File: config.mk
export PLATFORM = sky130hd
export DESIGN_NAME = lc3b_muldiv
export DESIGN_NICKNAME = d
export VERILOG_FILES = /design/src/rtl/lc3b_muldiv.sv
export SDC_FILE = /design/constraint.sdc
export NUM_CORES = 1
export LEC_CHECK = 0
export CORE_ASPECT_RATIO = 1.4
export CORE_MARGIN = 1.5
export CORE_UTILIZATION = 59
export CTS_CLUSTER_SIZE = 28
export DETAILED_ROUTE_END_ITERATION = 12
export PLACE_DENSITY = 0.82
export SETUP_SLACK_MARGIN = 0.3
export SLEW_MARGIN = 20
export SYNTH_ARGS = -nofsm -noshare
export SYNTH_HDL_FRONTEND = slang
export SYNTH_SLANG_ARGS = --single-unit
File: constraint.sdc
create_clock -name clk -period 4.12 [get_ports clk]
set_input_delay 0.824 -clock clk [delete_from_list [all_inputs] [get_ports clk]]
set_output_delay 0.824 -clock clk [all_outputs]
set_load 0.03 [all_outputs]
File: src/rtl/lc3b_muldiv.sv
// lc3b_muldiv -- iterative multiply/divide unit for the EX stage.
//
// This unit runs beside the single-cycle ALU and handles alu_mult and
// alu_div. An accepted request stalls the pipeline for WIDTH iterations,
// resolving one bit per cycle. A one-cycle done pulse then presents
// registered results for EX/MEM writeback.
//
// Ports:
//   clk        rising-edge clock
//   rst_n      synchronous active-low reset
//   start      request, sampled only in IDLE
//   aluop      lc3b_aluop from the EX control word (mult=10, div=11)
//   srca       multiplicand / dividend
//   srcb       multiplier / divisor
//   flush      abort from a branch/trap redirect
//   stall      combinational hold for IF/ID/EX
//   done       single-cycle result-valid pulse
//   result     low half of the product, or the quotient
//   remainder  remainder for div, 0 for mult
//   dz         divide-by-zero flag of the last completed op

module lc3b_muldiv #(
  parameter int unsigned        WIDTH      = 16,
  parameter logic [WIDTH-1:0]   DIV_ZERO_Q = 16'hFFFF
) (
  input  logic             clk,
  input  logic             rst_n,
  input  logic             start,
  input  logic [3:0]       aluop,
  input  logic [WIDTH-1:0] srca,
  input  logic [WIDTH-1:0] srcb,
  input  logic             flush,
  output logic             stall,
  output logic             done,
  output logic [WIDTH-1:0] result,
  output logic [WIDTH-1:0] remainder,
  output logic             dz
);

  localparam logic [3:0] ALU_MULT = 4'd10;
  localparam logic [3:0] ALU_DIV  = 4'd11;
  localparam logic [4:0] CNT_LAST = 5'(WIDTH - 1);

  typedef enum logic [1:0] {
    IDLE = 2'd0,
    RUN  = 2'd1,
    DONE = 2'd2
  } state_t;

  state_t r_state, w_stateNext;

  logic [4:0]       r_cnt;
  logic             r_isDiv;
  logic             r_dz;
  logic             r_negQ;
  logic             r_negR;
  logic [WIDTH-1:0] r_a;
  logic [WIDTH-1:0] r_b;
  logic [WIDTH-1:0] r_acc;
  logic [WIDTH-1:0] r_q;
  logic [WIDTH-1:0] r_result;
  logic [WIDTH-1:0] r_remainder;
  logic             r_dzOut;

  logic             w_isOp;
  logic             w_go;
  logic             w_last;
  logic [WIDTH-1:0] w_absA;
  logic [WIDTH-1:0] w_absB;
  logic [WIDTH:0]   w_shift;
  logic [WIDTH:0]   w_diff;
  logic             w_fits;
  logic [WIDTH-1:0] w_accNext;
  logic [WIDTH-1:0] w_qNext;

  assign w_isOp = (aluop == ALU_MULT) || (aluop == ALU_DIV);
  assign w_go   = start && w_isOp && !flush;
  assign w_last = (r_cnt == CNT_LAST);

  // The divider works on magnitudes. 0x8000 maps to itself, which is the
  // correct unsigned magnitude.
  assign w_absA = srca[WIDTH-1] ? (~srca + 1'b1) : srca;
  assign w_absB = srcb[WIDTH-1] ? (~srcb + 1'b1) : srcb;

  // One iteration of either algorithm. The partial remainder is always
  // below the divisor (at most 0x8000), so the shifted value fits in WIDTH
  // bits. The top bit of w_diff is the borrow that decides the quotient bit.
  always_comb begin
    w_shift   = {r_acc, r_q[WIDTH-1]};
    w_diff    = w_shift - {1'b0, r_b};
    w_fits    = !w_diff[WIDTH];
    w_accNext = r_acc;
    w_qNext   = r_q;
    if (r_isDiv) begin
      w_accNext = w_fits ? w_diff[WIDTH-1:0] : w_shift[WIDTH-1:0];
      w_qNext   = {r_q[WIDTH-2:0], w_fits};
    end else begin
      w_accNext = r_acc + (r_b[0] ? r_a : '0);
    end
  end

  // State register.
  always_ff @(posedge clk) begin
    if (!rst_n) r_state <= IDLE;
    else        r_state <= w_stateNext;
  end

  // Next-state and control outputs. A flush in RUN has priority over
  // reaching the last iteration, so an aborted op never produces done.
  always_comb begin
    w_stateNext = r_state;
    stall       = 1'b0;
    done        = 1'b0;
    case (r_state)
      IDLE: begin
        stall = w_go;
        if (w_go) w_stateNext = RUN;
      end
      RUN: begin
        stall = 1'b1;
        if (flush)       w_stateNext = IDLE;
        else if (w_last) w_stateNext = DONE;
      end
      DONE: begin
        done        = 1'b1;
        w_stateNext = IDLE;
      end
      default: w_stateNext = IDLE;
    endcase
  end

  // Datapath. In multiply mode r_a and r_b shift. In divide mode r_a keeps
  // the raw dividend, which is needed as the divide-by-zero remainder, and
  // r_b holds the divisor magnitude. Results load only on the edge that
  // enters DONE, so they include the final iteration.
  always_ff @(posedge clk) begin
    if (!rst_n) begin
      r_cnt       <= '0;
      r_isDiv     <= 1'b0;
      r_dz        <= 1'b0;
      r_negQ      <= 1'b0;
      r_negR      <= 1'b0;
      r_a         <= '0;
      r_b         <= '0;
      r_acc       <= '0;
      r_q         <= '0;
      r_result    <= '0;
      r_remainder <= '0;
      r_dzOut     <= 1'b0;
    end else begin
      case (r_state)
        IDLE: begin
          if (w_go) begin
            r_cnt   <= '0;
            r_isDiv <= (aluop == ALU_DIV);
            r_dz    <= (aluop == ALU_DIV) && (srcb == '0);
            r_negQ  <= srca[WIDTH-1] ^ srcb[WIDTH-1];
            r_negR  <= srca[WIDTH-1];
            r_a     <= srca;
            r_b     <= (aluop == ALU_DIV) ? w_absB : srcb;
            r_acc   <= '0;
            r_q     <= w_absA;
          end
        end
        RUN: begin
          r_cnt <= r_cnt + 5'd1;
          r_acc <= w_accNext;
          r_q   <= w_qNext;
          if (!r_isDiv) begin
            r_a <= r_a << 1;
            r_b <= r_b >> 1;
          end
          if (w_last && !flush) begin
            if (r_isDiv && r_dz) begin
              r_result    <= DIV_ZERO_Q;
              r_remainder <= r_a;
              r_dzOut     <= 1'b1;
            end else if (r_isDiv) begin
              r_result    <= r_negQ ? (~w_qNext + 1'b1) : w_qNext;
              r_remainder <= r_negR ? (~w_accNext + 1'b1) : w_accNext;
              r_dzOut     <= 1'b0;
            end else begin
              r_result    <= w_accNext;
              r_remainder <= '0;
              r_dzOut     <= 1'b0;
            end
          end
        end
        default: ;
      endcase
    end
  end

  assign result    = r_result;
  assign remainder = r_remainder;
  assign dz        = r_dzOut;

endmodule

Word level (Yosys, flattened, before mapping)
Cells that the tools add are included.

Register bits after elaboration: 108. Bits of input ports: 40. Output and inout bits: 35. Logic and storage cells: 81.

$add $sub $neg: 7. Equality and inequality tests: 8. Muxes and demuxes: 32. Bitwise operators: 5. Reduce and logical (&&, ||, !) cells: 16.

Operator list (count): $mux 16 (19); $pmux 16 s2 (4); $add 16x1->16 const B (4); $not 16->16 (4); $sub 17x16->17 (1); $add 16x16->16 (1); $logic_not 16->1 (1); $pmux 5 s2 (1); $eq 4x4->1 const B (2); $reduce_and 2->1 (4); $mux 2 (3); $add 5x1->5 const B (1); $eq 5x4->1 const B (1); $logic_and 1x1->1 (5); $mux 5 (1); $ne 2x2->1 const B (2); $pmux 2 s2 (1); $ne 3x3->1 const B (1); $reduce_and 3->1 (1); $eq 2x1->1 const B (1); $eq 2x2->1 const B (1); $logic_not 1->1 (2); $logic_not 2->1 (1); $mux 1 (2); 4 further kinds (4).

Logic depth before layout (Yosys ltp)
Gate-level depths: netlist of the first run.

Depth in word-level cells: 8. Gate-level depth with buffers: 22. Mapped depth without buffers: 21.

Worst setup path before layout of the first run
OpenSTA, ideal clock, no wires.

Path kind: register to register. From: reg r_b[0]. To: reg r_result[14], in the netlist result[14]. Setup time: 0.070 ns. Data arrival time: 3.632 ns. Data required time: 4.050 ns. Path slack: 0.418 ns. Stages on the path, launching flop included: 22. Buffers on the path: 1. Clock period less this slack: 3.702 ns. Cell sequence: dfxtp_1 ha_1 inv_1 fa_1 a211oi_1 or2_4 a211oi_2 nor3_1 buf_6 nor2_1 nand2_1 a21boi_0 ha_1 nand2b_1 nor3_1 nand2_1 o21ai_0 nand2_1 nor2_1 xnor2_1 o221ai_1 a21oi_1.

Cells in the longest elaborated chain, start to end: 8.

RTL lines: start: declaration (line 58) `logic [WIDTH-1:0] r_b;`; start signal: assignment (line 160) `r_b <= (aluop == ALU_DIV) ? w_absB : srcb;`; start signal: assignment (line 171) `r_b <= r_b >> 1;`; $sub 17x16->17 (line 90) `w_diff = w_shift - {1'b0, r_b};`; $logic_not 1->1 (line 91) `w_fits = !w_diff[WIDTH];`; $mux 16 (line 94) `if (r_isDiv) begin`; $not 16->16 (line 179) `r_result <= r_negQ ? (~w_qNext + 1'b1) : w_qNext;`; $add 16x1->16 (line 179); $mux 16 (line 179); $mux 16 (*) (line 178) `end else if (r_isDiv) begin`; $mux 16 (*) (line 174) `if (r_isDiv && r_dz) begin`; end signal: assignment (line 179); end signal: assignment (line 183) `r_result <= w_accNext;`; end: declaration (line 61) `logic [WIDTH-1:0] r_result;`.

Every way passes the cells marked *; elsewhere a longest branch is shown, timed or not. A chain may end at the register's enable or synchronous reset.

Worst setup path in the final report of the first run
From: reg r_q[15]. To: reg r_result[6], in the netlist result[6].

Cells in the longest elaborated chain, start to end: 8.

RTL lines: start: declaration (line 60) `logic [WIDTH-1:0] r_q;`; start signal: assignment (line 162) `r_q <= w_absA;`; start signal: assignment (line 168) `r_q <= w_qNext;`; $sub 17x16->17 (*) (line 90); $logic_not 1->1 (line 91); $mux 16 (line 94); $not 16->16 (line 179); $add 16x1->16 (line 179); $mux 16 (line 179); $mux 16 (*) (line 178); $mux 16 (*) (line 174).

Marked as above.

==> impl_metrics.csv, run 1 <==
group,metric,value,unit
critical_path,ff2ff_path_depth,18,
cells_and_area,final_layout_size_suffix_gt1_share,10.2,%
yosys,synthTopCellsByArea,"dfxtp_1 (27%), nor2_1 (6.2%), a21oi_1 (6.1%), ha_1 (5.8%), nand2_1 (5.5%)",
floorplanning,num_io_pins,75,
yosys,synth_cell_types,92,
critical_path,cp_data_required_time,4.42,ns
yosys,synth_area_per_cell,7.54,µm²
clock_tree,clkSinkCount,108,
yosys,ys.flop_type,"dfxtp_1",
yosys,yosysSeqAreaShare,27.3,%
sta,slew_headroom,39.1,%
floorplanning,start_util,60.9,%
critical_path,start_kind,"register",
place,dpl.hpwl,19.4,mm
sta,fin_crit,3.83,ns
yosys,syn-instance-count,1049,
clock_tree,cts_tree,"built",
sta,rsz0062_at_grt,"yes",
min_path,min_to,"dz",
clock_tree,cts_max_path_buffers,2,
clock_tree,clkTransAtPathRegs,0.08,ns
sta,tns,0,ns
yosys,yosys.cell_count.top_type,"nor2_1",
min_path,min_from,"dz",
run,max-cap-violations,0,
yosys,synth_edf_count,0,
clock_tree,cts_buffers,9,
floorplanning,placementRows,49,
power_and_ir_drop,ir_drop,204,µV
min_path,min_path_type,"register to register",
grt,globalRouteOverflowTotal,0,
critical_path,worstPathArrival,4.12,ns
critical_path,crit_type,"register to register",
sta,worstMarginPinSlew,0.913,ns
critical_path,r2r_start,"r_q[15]",
drt,avgRoutedWirePerCell,20.5,µm
place,dpl_cell_area,8920,µm²
cells_and_area,fin_area,9410,µm²
cells_and_area,diodes,0,
sta,hold_viol,0,
grt,grt_pass1_wl,41.4,mm
clock_tree,htree_levels,3,
floorplanning,core,13000,µm²
clock_tree,clk_latency,0.36,ns
clock_tree,root_buffer,"clkbuf_16",
min_path,holdPathStages,2,
drt,drcViolationCount,0,
cells_and_area,fin_nets,1192,
grt,grt_antenna_before_repair,0,
critical_path,rr_endpoint,"result[6]",
grt,grt_max_degree,83,
yosys,synth.yosys.warnings,0,
floorplanning,die_w,101,µm
sta,max_freq,0.261,GHz
grt,grt_util_all_layers,37.9,%
drt,routed_wl,26.6,mm
yosys,synth_nets,1128,
drt,drt_iter0_markers,635,
drt,firstDrtPassIters,6,
yosys,syn_area,7910,µm²
power_and_ir_drop,total_leakage_power,3.55,nW
yosys,ys_ff_latch,108,
floorplanning,die_h,140,µm
place,io_buffers,74,
yosys,yosysTopAreaCell,"dfxtp_1",
critical_path,rrSetupSlack,0.29,ns
cells_and_area,area_growth,18.9,%
grt,grt_pass1_vias,7781,
floorplanning,die-area,14100,µm²
place,gp_congestion,1.02,
yosys,yosysTopAreaCellShare,27.3,%
power_and_ir_drop,p_per_area,256,nW/µm²
drt,vias,8445,
sta,setup_violations,0,
yosys,yosys-top-cells-count,"nor2_1 (130), nand2_1 (116), dfxtp_1 (108)",
drt,avgViaCountPerCell,6.52,
drt,ant_nets,0,
sta,finalCritPeriodShare,92.9,%
sta,slew_viol_final,0,
sta,fin_skew,0.00750,ns
critical_path,cp_max_fo,5,
status,status,"finished, final reports clean",
critical_path,end_kind,"register",
yosys,async_flop_share,0,%
## worst max-delay path by stage
stage	from	end	slack, ns	depth (start not counted)
after global placement	r_q[15]	remainder[6]	0.32	17
after detailed placement	r_q[15]	result[6]	0.25	18
after CTS	r_b[0]	remainder[6]	0.31	17
after floorplan	r_b[0]	result[14]	0.42	21
after global routing	r_q[15]	result[14]	0.19	21
final	r_q[15]	result[6]	0.29	18
## power breakdown
| part | switching [W] | internal (W) | leakage (nW) |
|---|---|---|---|
| combinational | 0.000222 | 0.000165 | 2.52 |
| sequential | 0.0000224 | 0.00106 | 0.872 |
| clock | 0.000444 | 0.000501 | 0.154 |
| total | 0.000689 | 0.00172 | 3.55 |
## per-stage QoR
step	worst slack (ns)	hold slack (ns)	utilization (%)	power [W]	std cells
after floorplan	0.418	0.448	-	0.00133	1049
after detailed placement	0.247	0.449	68.6	0.00145	1275
after CTS	0.314	0.460	71.3	0.00238	1292
after global placement	0.322	0.441	68.6	0.00145	1275
final	0.292	0.459	72.4	0.00241	1296
after global routing	0.194	0.477	72.4	0.00248	1296
## flip-flops by register name, indices dropped and copies added (netlist names)
name       flops
r_a           16
r_acc         16
r_b           16
r_q           16
remainder     16
result        16
r_cnt          5
r_state        2
dz             1
r_dz           1
r_isDiv        1
r_negQ         1
r_negR         1
## per-layer routing
| metal | global-route usage [%] | vias up | wire length [µm] |
|---|---|---|---|
| li1 | - | 4000 | - |
| met1 | 45.4 | 3887 | 9920 |
| met2 | 59.7 | 423 | 12200 |
| met3 | 9.23 | 135 | 2570 |
| met4 | 25.1 | 0 | 2000 |
| met5 | 0 | - | 0 |
## critical path, cell delays in order, from the launching register on
cell and delay, ns:
dfxtp_1 0.38, inv_1 0.06, ha_1 0.21, inv_1 0.08
fa_2 0.23, a211oi_2 0.08, or2_4 0.29, a211o_4 0.38
a21oi_4 0.18, nor2_1 0.12, nand2_1 0.11, a21boi_2 0.18
ha_2 0.21, nand2b_1 0.08, o41ai_1 0.31, xor2_1 0.22
a211oi_2 0.48, a21oi_1 0.07, nor2_1 0.09
## timing repair
action                                  CTS  global route
setup buffers                             1             4
cloned                                    0             0
gates resized for setup                   5            24
hold buffers                              0             0
endpoints found under the setup margin    4            15
pin swaps                                 3             6
endpoints found under the hold margin     0             0
## kinds of logic after synthesis
family / count (synthesis) / synth area share [%]
AO/OA/AOI/OAI: 347 / 30.4
XOR/XNOR: 59 / 6.53
adder cells (fa/ha/maj): 39 / 6.36
buffers and inverters: 102 / 5.17
flip-flops: 108 / 27.3
multiplexers: 10 / 1.30
AND/OR/NAND/NOR: 384 / 22.9
## placed cells by master, fill, tap and decap left out, types with 8 or more instances in the layout
cell type and instances:
a211oi_1 21, a21o_1 9, a21oi_1 95, a22oi_1 15, a311oi_1 23, a31oi_1 19
and2_1 20, buf_4 42, clkbuf_16 9, clkdlybuf4s50_1 74, dfxtp_1 107, ha_1 36
inv_1 35, mux2i_1 8, nand2_1 115, nand3_1 22, nand4_1 12, nor2_1 126
nor3_1 19, o21ai_0 45, o221ai_1 14, o31ai_1 10, xnor2_1 28, xor2_1 30
## area by class of cell
class,instances,area [µm²]
clock buffer,10,239
clock inverter,6,82.6
fill,1123,3590
inverter,38,143
multi-input combinational,839,5480
sequential,108,2160
tap,178,223
timing repair buffer,117,1080
No activity file was read; power rests on OpenSTA's default activity.
==> inputs of run 2 (changes only) <==
Settings changed: CAP_MARGIN set to 40.
==> impl_metrics.csv, run 2 (synthesis results as in run 1) <==
group,metric,value,unit
run,max-cap-violations,0,
grt,grt_util_all_layers,37.8,%
power_and_ir_drop,p_per_area,256,nW/µm²
sta,fin_crit,3.83,ns
drt,routed_wl,26.7,mm
cells_and_area,diodes,0,
floorplanning,die_w,101,µm
clock_tree,cts_tree,"built",
place,io_buffers,74,
power_and_ir_drop,power.share.clock,39.2,%
clock_tree,cts_hold_buf,0,
grt,grt_pass1_vias,7827,
critical_path,crit_buf_inv,4,
critical_path,crit_chain,"inv_1 -> ha_2 -> inv_1 -> fa_2 -> a211oi_2 -> or2_4 -> a211oi_4 -> buf_4 -> o21ai_4 -> nand2_2 -> buf_4 -> a311o_1 -> nor3b_4 -> nand4_1 -> o311a_1 -> a211o_1",
drt,avgViaCountPerCell,6.56,
sta,tns,0,ns
drt,drt_iter0_markers,794,
critical_path,cpLargestDelayFamily,"compound AO/OA/AOI/OAI gates",
floorplanning,die_h,140,µm
place,dpl.hpwl,19.4,mm
critical_path,rr_endpoint,"remainder[15]",
floorplanning,placementRows,49,
floorplanning,start_util,60.9,%
critical_path,crit_path_end,"remainder[15]",
critical_path,worstPathArrival,4.09,ns
clock_tree,htree_levels,3,
floorplanning,core,13000,µm²
min_path,min_path_type,"register to register",
power_and_ir_drop,internal_power,0.00172,W
cells_and_area,fin_nets,1196,
sta,worstMarginPinSlew,0.759,ns
clock_tree,root_buffer,"clkbuf_16",
clock_tree,clkTransAtPathRegs,0.08,ns
critical_path,critPathLaunch,"r_q[15]",
critical_path,ff2ff_path_depth,16,
place,gp_congestion,1.02,
critical_path,r2r_start,"r_q[15]",
critical_path,cp_max_fo,6,
drt,drcViolationCount,0,
cells_and_area,final_common_cell,"nor2_1",
clock_tree,clk_latency,0.36,ns
drt,vias,8531,
cells_and_area,fin_area,9470,µm²
critical_path,cp_data_required_time,4.37,ns
sta,slew_headroom,49.2,%
cells_and_area,most-common-layout-cells,"nor2_1 (128), nand2_1 (115), dfxtp_1 (106), a21oi_1 (94), clkdlybuf4s50_1 (74)",
critical_path,path_depth,16,
grt,grt_pass1_wl,41.4,mm
sta,finalCritPeriodShare,93.0,%
drt,firstDrtPassIters,6,
drt,ant_nets,0,
critical_path,end_kind,"register",
power_and_ir_drop,total_leakage_power,3.58,nW
critical_path,slowest_stage,"fa_2",
critical_path,start_kind,"register",
grt,globalRouteOverflowTotal,0,
critical_path,slowest_delay,0.41,ns
power_and_ir_drop,p_sw,0.000697,W
sta,hold_viol,0,
grt,grt_antenna_before_repair,0,
cells_and_area,area_growth,19.6,%
floorplanning,num_io_pins,75,
cells_and_area,final_layout_size_suffix_gt1_share,10.9,%
critical_path,rrSetupSlack,0.29,ns
power_and_ir_drop,pwr-share-comb,16.2,%
drt,avgRoutedWirePerCell,20.6,µm
power_and_ir_drop,total_power,0.00242,W
power_and_ir_drop,ir_drop,233,µV
sta,slew_viol_final,0,
grt,grt_max_degree,83,
sta,max_freq,0.261,GHz
clock_tree,cts_buffers,9,
place,dpl_cell_area,8940,µm²
clock_tree,cts_max_path_buffers,2,
critical_path,crit_type,"register to register",
power_and_ir_drop,power_switching_share,28.8,%
sta,rsz0062_at_grt,"yes",
clock_tree,clkSinkCount,108,
status,status,"finished, final reports clean",
sta,fin_skew,0.00871,ns
sta,setup_violations,0,
power_and_ir_drop,seqPwrFrac,44.6,%
floorplanning,die-area,14100,µm²
[run 2: worst min-delay path by stage]
| stage | startpoint | endpoint | cells after the start |
|---|---|---|---|
| final | remainder[2] | remainder[2] | 2 |
| after global routing | dz | dz | 2 |
| after CTS | result[14] | result[14] | 2 |
| after detailed placement | result[14] | result[14] | 2 |
| after global placement | result[12] | result[12] | 2 |
| after floorplan | r_cnt[3] | r_cnt[3] | 2 |
[run 2: layer usage]
| metal | wire length, µm | global-route usage, % |
|---|---|---|
| met5 | 0 | 0 |
| met2 | 12400 | 60.3 |
| met3 | 2590 | 7.88 |
| met1 | 9880 | 45.4 |
| met4 | 1830 | 25.3 |
[run 2: layout make-up]
cell class	instances	area [µm²]
clock buffer	10	239
clock inverter	6	82.6
fill	1095	3530
inverter	38	143
multi-input combinational	839	5490
sequential	108	2160
tap	178	223
timing repair buffer	121	1130
[run 2: repair_timing]
item	4_1_cts	5_1_grt
resized for setup	5	28
endpoints found under the hold margin	0	0
setup endpoints to repair	5	15
pin swaps	2	13
buffers inserted	0	7
cloned	0	0
[run 2: power groups by stage]
stage	sequential, W	combinational (W)	clock, W
6_report	0.00108	0.000393	0.000948
5_1_grt	0.00108	0.000424	0.000972
4_1_cts	0.00108	0.000359	0.000943
3_5_place_dp	0.00110	0.000352	0
3_3_place_gp	0.00110	0.000348	0
2_1_floorplan	0.00109	0.000235	0
[run 2: metrics by stage]
stage | util, % | instances | setup slack (ns) | hold WS, ns
after CTS | 71.4 | 1292 | 0.302 | 0.460
after detailed placement | 68.8 | 1276 | 0.244 | 0.449
after global placement | 68.6 | 1275 | 0.322 | 0.441
after floorplan | - | 1049 | 0.418 | 0.448
after global routing | 72.8 | 1300 | 0.162 | 0.480
final | 72.8 | 1300 | 0.286 | 0.458
[run 2: worst register-to-register path, stage by stage (launching register included)]
cell,delay [ns]
dfxtp_1,0.33
inv_1,0.06
ha_2,0.18
inv_1,0.06
fa_2,0.41
a211oi_2,0.30
or2_4,0.22
a211oi_4,0.08
buf_4,0.16
o21ai_4,0.24
nand2_2,0.10
buf_4,0.18
a311o_1,0.32
nor3b_4,0.35
nand4_1,0.20
o311a_1,0.33
a211o_1,0.22
